`src/rtl/serial_adder.sv`:
```
// Bit-serial adder: {C_out,S} = A + B + C_in, one bit per clock, LSB first, through one full adder.
// Define SERIAL_ADDER_OFL_EN to build the registered two's-complement overflow flag (otherwise Ofl is 0).
module serial_adder #(
    parameter int N = 16
) (
    input  logic         clk,
    input  logic         rst,
    input  logic         start,
    input  logic [N-1:0] A,
    input  logic [N-1:0] B,
    input  logic         C_in,
    output logic         busy,
    output logic         done,
    output logic [N-1:0] S,
    output logic         C_out,
    output logic         Ofl
);

    localparam int CW = $clog2(N);

    typedef enum logic [1:0] {
        IDLE = 2'd0,
        RUN  = 2'd1,
        DONE = 2'd2
    } state_t;

    state_t        state_q;
    logic [N-1:0]  a_q;
    logic [N-1:0]  b_q;
    logic [N-1:0]  s_q;
    logic [CW-1:0] cnt_q;
    logic          carry_q;
    logic          c_out_q;
    logic          busy_q;
    logic          done_q;
`ifdef SERIAL_ADDER_OFL_EN
    logic          ofl_q;
`endif

    logic sum_bit_d;
    logic carry_d;
    logic last_bit;

    // The single full adder works on the bottom bits of the operand shift registers.
    assign sum_bit_d = a_q[0] ^ b_q[0] ^ carry_q;
    assign carry_d   = (a_q[0] & b_q[0]) | (carry_q & (a_q[0] ^ b_q[0]));
    assign last_bit  = (cnt_q == CW'(N - 1));

    // NOTE: every register in this block uses <= so all updates see the pre-edge values,
    // which is what lets the full adder read the carry while the same edge overwrites it.
    always_ff @(posedge clk or posedge rst) begin
        if (rst) begin
            state_q <= IDLE;
            a_q     <= '0;
            b_q     <= '0;
            s_q     <= '0;
            cnt_q   <= '0;
            carry_q <= 1'b0;
            c_out_q <= 1'b0;
            busy_q  <= 1'b0;
            done_q  <= 1'b0;
`ifdef SERIAL_ADDER_OFL_EN
            ofl_q   <= 1'b0;
`endif
        end else begin
            case (state_q)
                IDLE, DONE: begin
                    done_q <= 1'b0;
                    if (start) begin
                        a_q     <= A;
                        b_q     <= B;
                        carry_q <= C_in;
                        s_q     <= '0;
                        cnt_q   <= '0;
                        busy_q  <= 1'b1;
                        state_q <= RUN;
                    end else begin
                        busy_q  <= 1'b0;
                        state_q <= IDLE;
                    end
                end
                RUN: begin
                    // Sum bits enter at the MSB so bit 0 ends up at S[0] after N shifts.
                    a_q     <= a_q >> 1;
                    b_q     <= b_q >> 1;
                    s_q     <= {sum_bit_d, s_q[N-1:1]};
                    carry_q <= carry_d;
                    if (last_bit) begin
                        c_out_q <= carry_d;
`ifdef SERIAL_ADDER_OFL_EN
                        ofl_q   <= carry_q ^ carry_d;
`endif
                        busy_q  <= 1'b0;
                        done_q  <= 1'b1;
                        state_q <= DONE;
                    end else begin
                        cnt_q   <= cnt_q + CW'(1);
                    end
                end
                default: begin
                    busy_q  <= 1'b0;
                    done_q  <= 1'b0;
                    state_q <= IDLE;
                end
            endcase
        end
    end

    assign busy  = busy_q;
    assign done  = done_q;
    assign S     = s_q;
    assign C_out = c_out_q;
`ifdef SERIAL_ADDER_OFL_EN
    assign Ofl   = ofl_q;
`else
    assign Ofl   = 1'b0;
`endif

endmodule

```
`config.mk`:
```
export PLATFORM = sky130hd
export DESIGN_NAME = serial_adder
export DESIGN_NICKNAME = d
export VERILOG_FILES = /design/src/rtl/serial_adder.sv
export SDC_FILE = /design/constraint.sdc
export NUM_CORES = 1
export LEC_CHECK = 0
export ABC_AREA = 1
export ABC_CLOCK_PERIOD_IN_PS = 1600
export BUFFER_PORTS_ARGS = -buffer_cell sky130_fd_sc_hd__buf_2
export CELL_PAD_IN_SITES_DETAIL_PLACEMENT = 0
export CELL_PAD_IN_SITES_GLOBAL_PLACEMENT = 2
export CORE_MARGIN = 4
export CORE_UTILIZATION = 28
export DETAILED_ROUTE_END_ITERATION = 10
export PLACE_DENSITY = 0.83
export SKIP_LAST_GASP = 1
export SLEW_MARGIN = 20
export SYNTH_ARGS = -nofsm -noshare
export SYNTH_HDL_FRONTEND = slang
export SYNTH_SLANG_ARGS = --single-unit
```
`constraint.sdc`:
```
create_clock -name clk -period 1.6 [get_ports clk]
set_input_delay 0.16 -clock clk [delete_from_list [all_inputs] [get_ports clk]]
set_output_delay 0.16 -clock clk [all_outputs]
set_load 0.05 [all_outputs]
```
==> results of run 1 <==
==> placed cells by master, fill, tap and decap left out, types with 2 or more instances in the layout <==
| cell type | Yosys | final |
|---|---|---|
| sky130_fd_sc_hd__inv_2 | 1 | 2 |
| sky130_fd_sc_hd__dfrtp_1 | 57 | 57 |
| sky130_fd_sc_hd__buf_12 | 0 | 5 |
| sky130_fd_sc_hd__o21ai_1 | 32 | 32 |
| sky130_fd_sc_hd__clkbuf_8 | 0 | 12 |
| sky130_fd_sc_hd__buf_2 | 10 | 54 |
| sky130_fd_sc_hd__nand2_2 | 2 | 3 |
| sky130_fd_sc_hd__o22ai_1 | 15 | 15 |
| sky130_fd_sc_hd__o21ai_0 | 3 | 3 |
| sky130_fd_sc_hd__nand2_1 | 73 | 72 |
| sky130_fd_sc_hd__inv_1 | 83 | 82 |
| sky130_fd_sc_hd__clkbuf_1 | 3 | 2 |
| sky130_fd_sc_hd__nand3_1 | 43 | 43 |
==> worst max path at each step <==
stage,from,end,slack [ns],cells past startpoint
global placement,cnt_q[0],busy,0.32,6
detailed placement,cnt_q[0],cnt_q[3],0.29,6
finish,cnt_q[0],busy,0.29,6
floorplan,rst,C_out,0.04,1
CTS,cnt_q[0],busy,0.28,6
global route,cnt_q[0],cnt_q[3],0.19,6
==> routing by layer <==
layer / GRT usage, % / wire length [um]
met1: 13.9 / 2780
met2: 17.8 / 2610
met3: 2.27 / 232
met4: 4.44 / 87
met5: 0 / 0
==> kinds of logic (layout without fill, tap and decap cells) <==
logic type	after synthesis	count (layout)	synth area share [%]
compound gates	51	51	10.3
flops	57	57	53.3
buf+inv	101	161	15.3
simple gates	122	122	19.6
other cells	1	1	0.140
fa+ha+maj	2	2	1.22
==> power by group <==
group	switching [mW]	total, mW	internal (mW)
logic	2.36	3.52	1.16
registers	0.274	2.41	2.14
clock network	0.545	1.39	0.846
total	3.18	7.33	4.15
==> metrics by stage <==
step | std cells | util (%) | power [mW] | area, um2
4_1_cts | 523 | 36.0 | 7.43 | 3340
5_1_grt | 523 | 36.0 | 7.99 | 3340
3_5_place_dp | 506 | 33.6 | 6.00 | 3120
6_report | 523 | 36.0 | 7.33 | 3340
3_3_place_gp | 506 | 33.6 | 5.93 | 3120
2_1_floorplan | 334 | - | 5.14 | 2670
==> layout make-up <==
cell class	count	area, um2
Multi-Input combinational cell	176	840
Tap cell	129	161
Clock buffer	14	173
Fill cell	999	5950
Clock inverter	2	35.0
Inverter	84	315
Sequential cell	57	1430
Timing Repair Buffer	61	388
==> worst reg2reg max path, cell delays in order, from the launching register on <==
cell and delay [ns]:
sky130_fd_sc_hd__dfrtp_1 0.42, sky130_fd_sc_hd__ha_1 0.22, sky130_fd_sc_hd__nand3_1 0.13, sky130_fd_sc_hd__nand2_1 0.20, sky130_fd_sc_hd__inv_1 0.11, sky130_fd_sc_hd__nand2_1 0.06
sky130_fd_sc_hd__nand2_1 0.05
==> state kept, by name, summed over array words and instances (netlist names) <==
signal / count
carry_q: 1
a_q: 16
S: 16
cnt_q: 4
done: 1
b_q: 16
C_out: 1
state_q: 1
busy: 1
==> what timing repair did <==
item,4_1_cts,5_1_grt
setup endpoints to repair,0,0
resized for setup,0,0
endpoints found under the hold margin,57,0
hold buffers,1,0
==> flow_results.org, run 1 <==
** Run status
- The flow ran to the end, and the final reports show no timing, DRC or antenna violations.

** Worst setup path
- Most used cell, CP :: sky130_fd_sc_hd__nand2_1
- CP cell instances :: ha_1, nand3_1, nand2_1, inv_1, nand2_1, nand2_1
- The number of buffers and inverters on the critical path is 1.
- Critical path endpoint category :: flop
- Critical path type :: flop to flop
- Worst endpoint data arrival time :: 1.52 ns
- Maximum fanout along the worst path :: 7
- STA puts the critical path data required time at 1.81 ns.
- The startpoint identified for the worst register-to-register timing path is cnt_q[0].
- The slowest stage of the critical path is the sky130_fd_sc_hd__dfrtp_1 cell.
- For flop-to-flop paths, the worst setup slack is just under 0.3 ns.
- The endpoint identified for the worst register-to-register timing path is busy.
- Startpoint class of the critical path :: flop
- Kind of cell adding the most delay to the critical path :: simple AND/OR/NAND/NOR gates
- Biggest cell delay along the critical path :: 0.42 ns
- The number of cells on the worst reg-to-reg path is 6.

** Routing
- First-iteration detailed-routing DRC count :: 50
- Wire per inst :: roughly 11 um
- Before antenna repair, the detailed router went through 4 iterations.
- Via total after detailed routing :: 2142
- Using the TritonRoute via totals, the vias-per-cell ratio works out to slightly above 4.
- Wires add up to 5.72 mm.
- # DRC :: 0
- Antenna Nets Post-Route :: 0

** Power and ir drop
- VDD sags by at most ~0.58 mV.
- Total leakage power :: about 1.9 nW
- In this run the power density over the cells is 2190 nW/um2.

** CTS
- TritonCTS clock tree :: built
- Total CTS buffers :: 9
- Clock sink total :: 57
- Clock-pin slew was measured on the worst setup and hold paths at ~0.060 ns.
- The tree is rooted in a sky130_fd_sc_hd__clkbuf_8.
- The clock tree synthesis step divided the H-tree into 3 levels.
- Counting along the longest clock path gives a buffer depth of 2.
- Clock latency on the worst-skew pair :: 0.33 ns
- Buffer count from post-CTS setup fixing :: 0

** Yosys
- The synthesized design contains 57 register bits.
- Sorting the synthesized cells by area gives the leading types as sky130_fd_sc_hd__dfrtp_1 (53%), sky130_fd_sc_hd__inv_1 (12%), sky130_fd_sc_hd__nand2_1 (10%).
- Number of synthesized flops with an enable pin :: 0
- sky130_fd_sc_hd__inv_1 is the most common cell in the netlist.
- The number of nets in the synthesized netlist is around 370.
- Number of distinct library cells after synthesis :: 22
- Summed over all instances, the cell type with the most area after synthesis is sky130_fd_sc_hd__dfrtp_1.
- The top cell type by area accounts for 53.3% of the synthesized area.
- Mean cell area of the mapped netlist :: approximately 8 um2
- List of most frequent post-synthesis cells :: sky130_fd_sc_hd__inv_1 (83), sky130_fd_sc_hd__nand2_1 (73), sky130_fd_sc_hd__dfrtp_1 (57)
- Yosys printed 0 warnings.
- Among all flip-flop cells after synthesis, the most frequent one is sky130_fd_sc_hd__dfrtp_1.
- After technology mapping, the gate count stands at approximately 330.
- Share of synthesized area occupied by flip-flops and latches :: a little over half
- After synthesis, the share of flip-flops with an asynchronous set or reset is 100%.
- Summing every instance area after synthesis gives approximately 2700 um2.

** Layout
- The number of antenna diodes in the final layout is 0.
- The post-route netlist has between 20% and 30% of its cells at a drive strength greater than 1.
- Post-layout net count :: 427
- Area added between synthesis and finish :: 24.8%

** Global routing
- Global routing finished with a remaining overflow of 0.
- The via count of the first global-routing pass was between 2000 and 2500.
- Entering global routing, the biggest net connects 58 pins.
- The initial antenna violation count was 0.
- Global-route wire length before repair :: slightly below 10 mm
- Overall Global Routing Usage :: 10.8%

** Timing
- Highest clock rate :: about 760 MHz
- The final number of hold-violating endpoints was 0.
- Across all hold checks on the routed design, the worst slack comes to roughly 0.12 ns.
- Setup violations remaining at the end of the flow were counted as 0.
- Setup slack of the critical path after layout :: ~0.29 ns
- Setup repair after global routing left no endpoint under its margin.
- Adding up every negative setup slack in the final design gives 0 ns.
- The clock period could shrink to approximately 1.3 ns.
- Across the routed clock network, the largest skew measured is 0.00640 ns.
- Count of final max-slew check failures :: 0
- Dividing the final minimum period by the clock period gives between 80% and 90%.

** Job
- Maximum Capacitance Violations :: 0

** Floorplan
- 56 I/O pins were placed.
- Vertical extent of the die :: between 100 and 150 um
- The die is approximately 110 um wide.
- After floorplanning, the core was sized to cover approximately 9300 um2.
- The die covers about 11000 um2.
- Effective utilization at floorplan :: 28.8%
- In this run the core area contains 35 standard-cell rows.

** Placement
- HPWL after detailed placement :: 3.79 mm
- Last weighted congestion value of the routability-driven placer :: a little over 0.7
- Before CTS, the worst setup slack after placement is a little under 0.3 ns.
- Input and output buffers added on the ports amount to 54.

** Worst hold path
- Worst hold stages :: 3
- Worst min-delay path class :: input pin to flop
- Endpoint, Worst Hold :: b_q[15]
- Worst hold start :: B[15]
Power figures use the tool's default switching activity.
==> inputs of run 2 (changes only) <==
- ABC_AREA: 1 -> 0
- ABC_CLOCK_PERIOD_IN_PS: 1600 -> 1200
- CORE_UTILIZATION: 28 -> 30
- PLACE_DENSITY: 0.83 -> 0.84
- clock period: 1.6 -> 1.2 ns (I/O delays scaled with it)
==> run 2 against run 1 <==
  * Core utilization grew 6.5 points
  * Register-to-register slack lost 0.35 ns
  * The run now ends with negative setup slack left
  * Combinational power grew 35%
  * Critical endpoint is now S[4]
  * Cell count shrank 18%
  * Total power grew 41%
  * Sequential power grew 40%
  * Worst setup slack lost 0.35 ns
  * Hold slack lost 0.11 ns
  * Count of clock-buffer cells in the layout shrank 5
  * Highest routed layer unchanged
  * Global-route usage grew 2.1 points
  * First-iteration DRC count grew to 3.0 times the previous value
  * Synthesized cell count shrank 25%
==> flow_results.org, run 2 <==
** Worst setup path
- The endpoint identified for the worst register-to-register timing path is S[4].
- The worst setup path is captured at a flop.
- In this run the worst path has a maximum fanout of 9.
- Worst r2r src :: state_q[0]
- Setup slack on the worst reg-to-reg path comes out at -0.06 ns.
- Worst endpoint data arrival time :: approximately 1.5 ns
- The worst setup path is launched from a flop.
- Counting cells, the worst reg-to-reg path comes to 5.
- Data on the critical path is required at its endpoint by approximately 1.4 ns.
- The setup path with the least slack is of type flop to flop.

** Timing
- Across the routed clock network, the largest skew measured is 0.0119 ns.
- The final number of max-transition violations is 0.
- Post-route fraction of the period consumed by the critical path :: 105%
- The final number of hold-violating endpoints came to 0.
- Subtracting the final worst setup slack from the clock period gives between 1 and 1.5 ns.
- Setup Viol. Count Final :: 26
- Across all setup checks in the final design, the least slack found is -0.0564 ns.
- Based on the critical path, the design can be clocked at up to just under 800 MHz.
- Setup repair after global routing missed its margin :: yes

** Power and ir drop
- Total leakage power :: about 1.6 nW
- Worst VDD drop :: 1.11 mV
- In this run the power density over the cells is ~3100 nW/um2.

** Global routing
- Global routing consumed, over all layers together, around 13% of the routing resources.
- Number of antenna violations at the first check in global routing :: 0
- The first global-routing pass estimated about 10 mm of wire.
- For this run the aggregate overflow at the end of global routing stands at 0.
- Maximum number of pins on one net before global-route repair :: 34
- The via count of the first global-routing pass was a little over 2000.

** Routing
- After detailed routing, the average wire length per cell comes to 13.9 um.
- The detail route stage leaves a number of antenna-violating nets equal to 0.
- Routed vias/inst :: roughly 4.7
- Via total after detailed routing :: 2019
- The final layout contains routed wiring with a total length of roughly 6 mm.
- Before antenna repair, the detailed router went through 4 iterations.
- First-iteration detailed-routing DRC count :: approximately 150
- # DRC :: 0

** CTS
- Total CTS buffers :: 9
- Clock tree synthesis selected as its root buffer the cell sky130_fd_sc_hd__clkbuf_8.
- Clock latency on the worst-skew pair :: about 0.34 ns
- TritonCTS clock tree :: built
- Clock transition time at the flip-flop clock pins of the worst setup and hold paths :: ~0.080 ns
- The longest clock path from root to sink contains 2 buffers.
- In this run the number of H-tree levels came out at 3.
- Clock sink total :: 57

** Yosys
- By instance count, the leading cell after synthesis is sky130_fd_sc_hd__nand2_1.
- Synthesis instantiated 28 different standard cells from the library.
- Fraction of synthesis flops using an asynchronous set or reset pin :: 100%
- Dominant cell type by area after synthesis :: sky130_fd_sc_hd__dfrtp_1
- The commonest cells after synthesis are sky130_fd_sc_hd__nand2_1 (62), sky130_fd_sc_hd__dfrtp_1 (57), sky130_fd_sc_hd__nor2_1 (32).
- When the netlist entered floorplanning its net count stood at ~290.
- Yosys mapped a number of flops with a built-in enable equal to 0.
- By area the synthesized netlist is led by sky130_fd_sc_hd__dfrtp_1 (57%), sky130_fd_sc_hd__nand2_1 (9.4%), sky130_fd_sc_hd__a31oi_1 (7.5%).
- Number of synthesized register bits :: between 50 and 60
- Dominant register cell in the synthesized netlist :: sky130_fd_sc_hd__dfrtp_1
- Number of instances in the synthesized netlist :: 250
- Dividing the synthesized area by the synthesized cell count gives 9.94 um2.
- Post-synth design cell area :: 2490 um2
- Share of synthesized area occupied by flip-flops and latches :: about 57%
- Number of warnings reported in the yosys synthesis log :: 0
- Synth top area share :: between 50 and 60%

** Floorplan
- Effective utilization at floorplan :: 31.5%
- Number of rows created at floorplan :: 32
- In this run the count of I/O pins placed on the die edge is 56.
- In this run the vertical extent of the chip is ~100 um.
- In this run the horizontal extent of the chip is approximately 99 um.
- Die ar. :: roughly 10000 um2
- The region available for standard cell placement spans slightly below 8000 um2.

** Layout
- The number of antenna diodes in the final layout is 0.
- The post-route netlist has roughly 33% of its cells at a drive strength greater than 1.
- Most common cell after layout, fill and taps aside :: sky130_fd_sc_hd__nand2_1
- Area added between synthesis and finish :: 34.7%
- Layout filler cell count :: around 780
- After the last flow step, the layout net total stands at about 360.
- The finished layout holds ~430 standard cells, fillers aside.
- In the layout the commonest cells are sky130_fd_sc_hd__nand2_1 (61), sky130_fd_sc_hd__dfrtp_1 (55), sky130_fd_sc_hd__buf_2 (52).

** Worst hold path
- The worst hold path belongs to the class input pin to flop.
- The path with the worst hold slack has its endpoint at b_q[15].
- Worst hold stages :: 2
- Worst hold start :: B[15]

** Placement
- Placed cell count :: between 400 and 500
- DP Worst Slack :: -0.133 ns
- HPWL after detailed placement :: 3.92 mm
- Number of input and output port buffers inserted :: 54
- The congestion estimate from routability-driven global placement came to 0.766.

** Run status
- Failing checks :: negative setup slack
- The flow ran to the end, but the final reports show violations.

** Job
- Maximum Capacitance Violations :: 0
run 2: layout make-up:
cell class,instances,area [um2],area share (%)
tap,102,128,3.81
sequential,57,1430,42.7
clock buffer,9,124,3.70
inverter,6,26.3,0.784
clock inverter,7,119,3.55
multi-input combinational,170,951,28.4
timing repair buffer,80,573,17.1
run 2: cell families after synthesis:
group / after synthesis / share of synthesized area (%)
adder cells (fa/ha/maj): 2 / 1.31
AND/OR/NAND/NOR: 107 / 18.1
flip-flops: 57 / 57.4
other: 1 / 0.151
buffers and inverters: 25 / 6.64
AO/OA/AOI/OAI: 58 / 16.4
run 2: routing by layer:
metal	part of all wire (%)	track usage, %	vias to the layer above	routed length (um)
li1	-	-	1000	-
met1	51	18.8	977	3070
met2	44	18.2	35	2620
met3	3.8	2.83	7	227
met4	1.5	5.99	0	92
met5	0	0	-	0
run 2: repair_timing:
item / in CTS / in global routing
pin swaps: 9 / 5
setup endpoints to repair: 17 / 58
hold buffers: 2 / 0
setup buffers: 4 / 1
cloned: 3 / 0
endpoints found under the hold margin: 58 / 0
resized for setup: 12 / 6
run 2: power breakdown:
| group | switching [mW] | internal, mW | total, mW |
|---|---|---|---|
| registers | 0.556 | 2.81 | 3.37 |
| logic | 2.91 | 1.86 | 4.76 |
| clock network | 0.831 | 1.38 | 2.21 |
run 2: through the flow:
stage	hold WS [ns]	setup TNS (ns)	utilization (%)	instance area [um2]	power, mW
final	0.0108	-0.766	42.5	3350	10.3
after floorplan	0.207	-3.56	-	2490	6.71
after detailed placement	0.194	-0.607	37.3	2940	7.80
after CTS	0.00893	-0.758	42.3	3340	10.4
after global routing	0.00375	-3.80	42.5	3350	11.1
after global placement	0.202	-0.393	37.3	2940	7.73
run 2: worst max path at each step:
stage	from	to	slack (ns)	depth (start not counted)
6_report	state_q[0]	S[4]	-0.06	5
5_1_grt	state_q[0]	S[13]	-0.11	5
3_3_place_gp	cnt_q[0]	cnt_q[3]	-0.10	4
4_1_cts	state_q[0]	carry_q	-0.05	4
2_1_floorplan	done	a_q[10]	-0.09	5
3_5_place_dp	cnt_q[0]	cnt_q[3]	-0.13	4
run 2: critical path, cell delays in order (launching register included):
cell	delay (ns)
sky130_fd_sc_hd__dfrtp_2	0.44
sky130_fd_sc_hd__nor2b_4	0.18
sky130_fd_sc_hd__buf_12	0.17
sky130_fd_sc_hd__buf_12	0.11
sky130_fd_sc_hd__nor2_4	0.06
sky130_fd_sc_hd__a22o_1	0.18
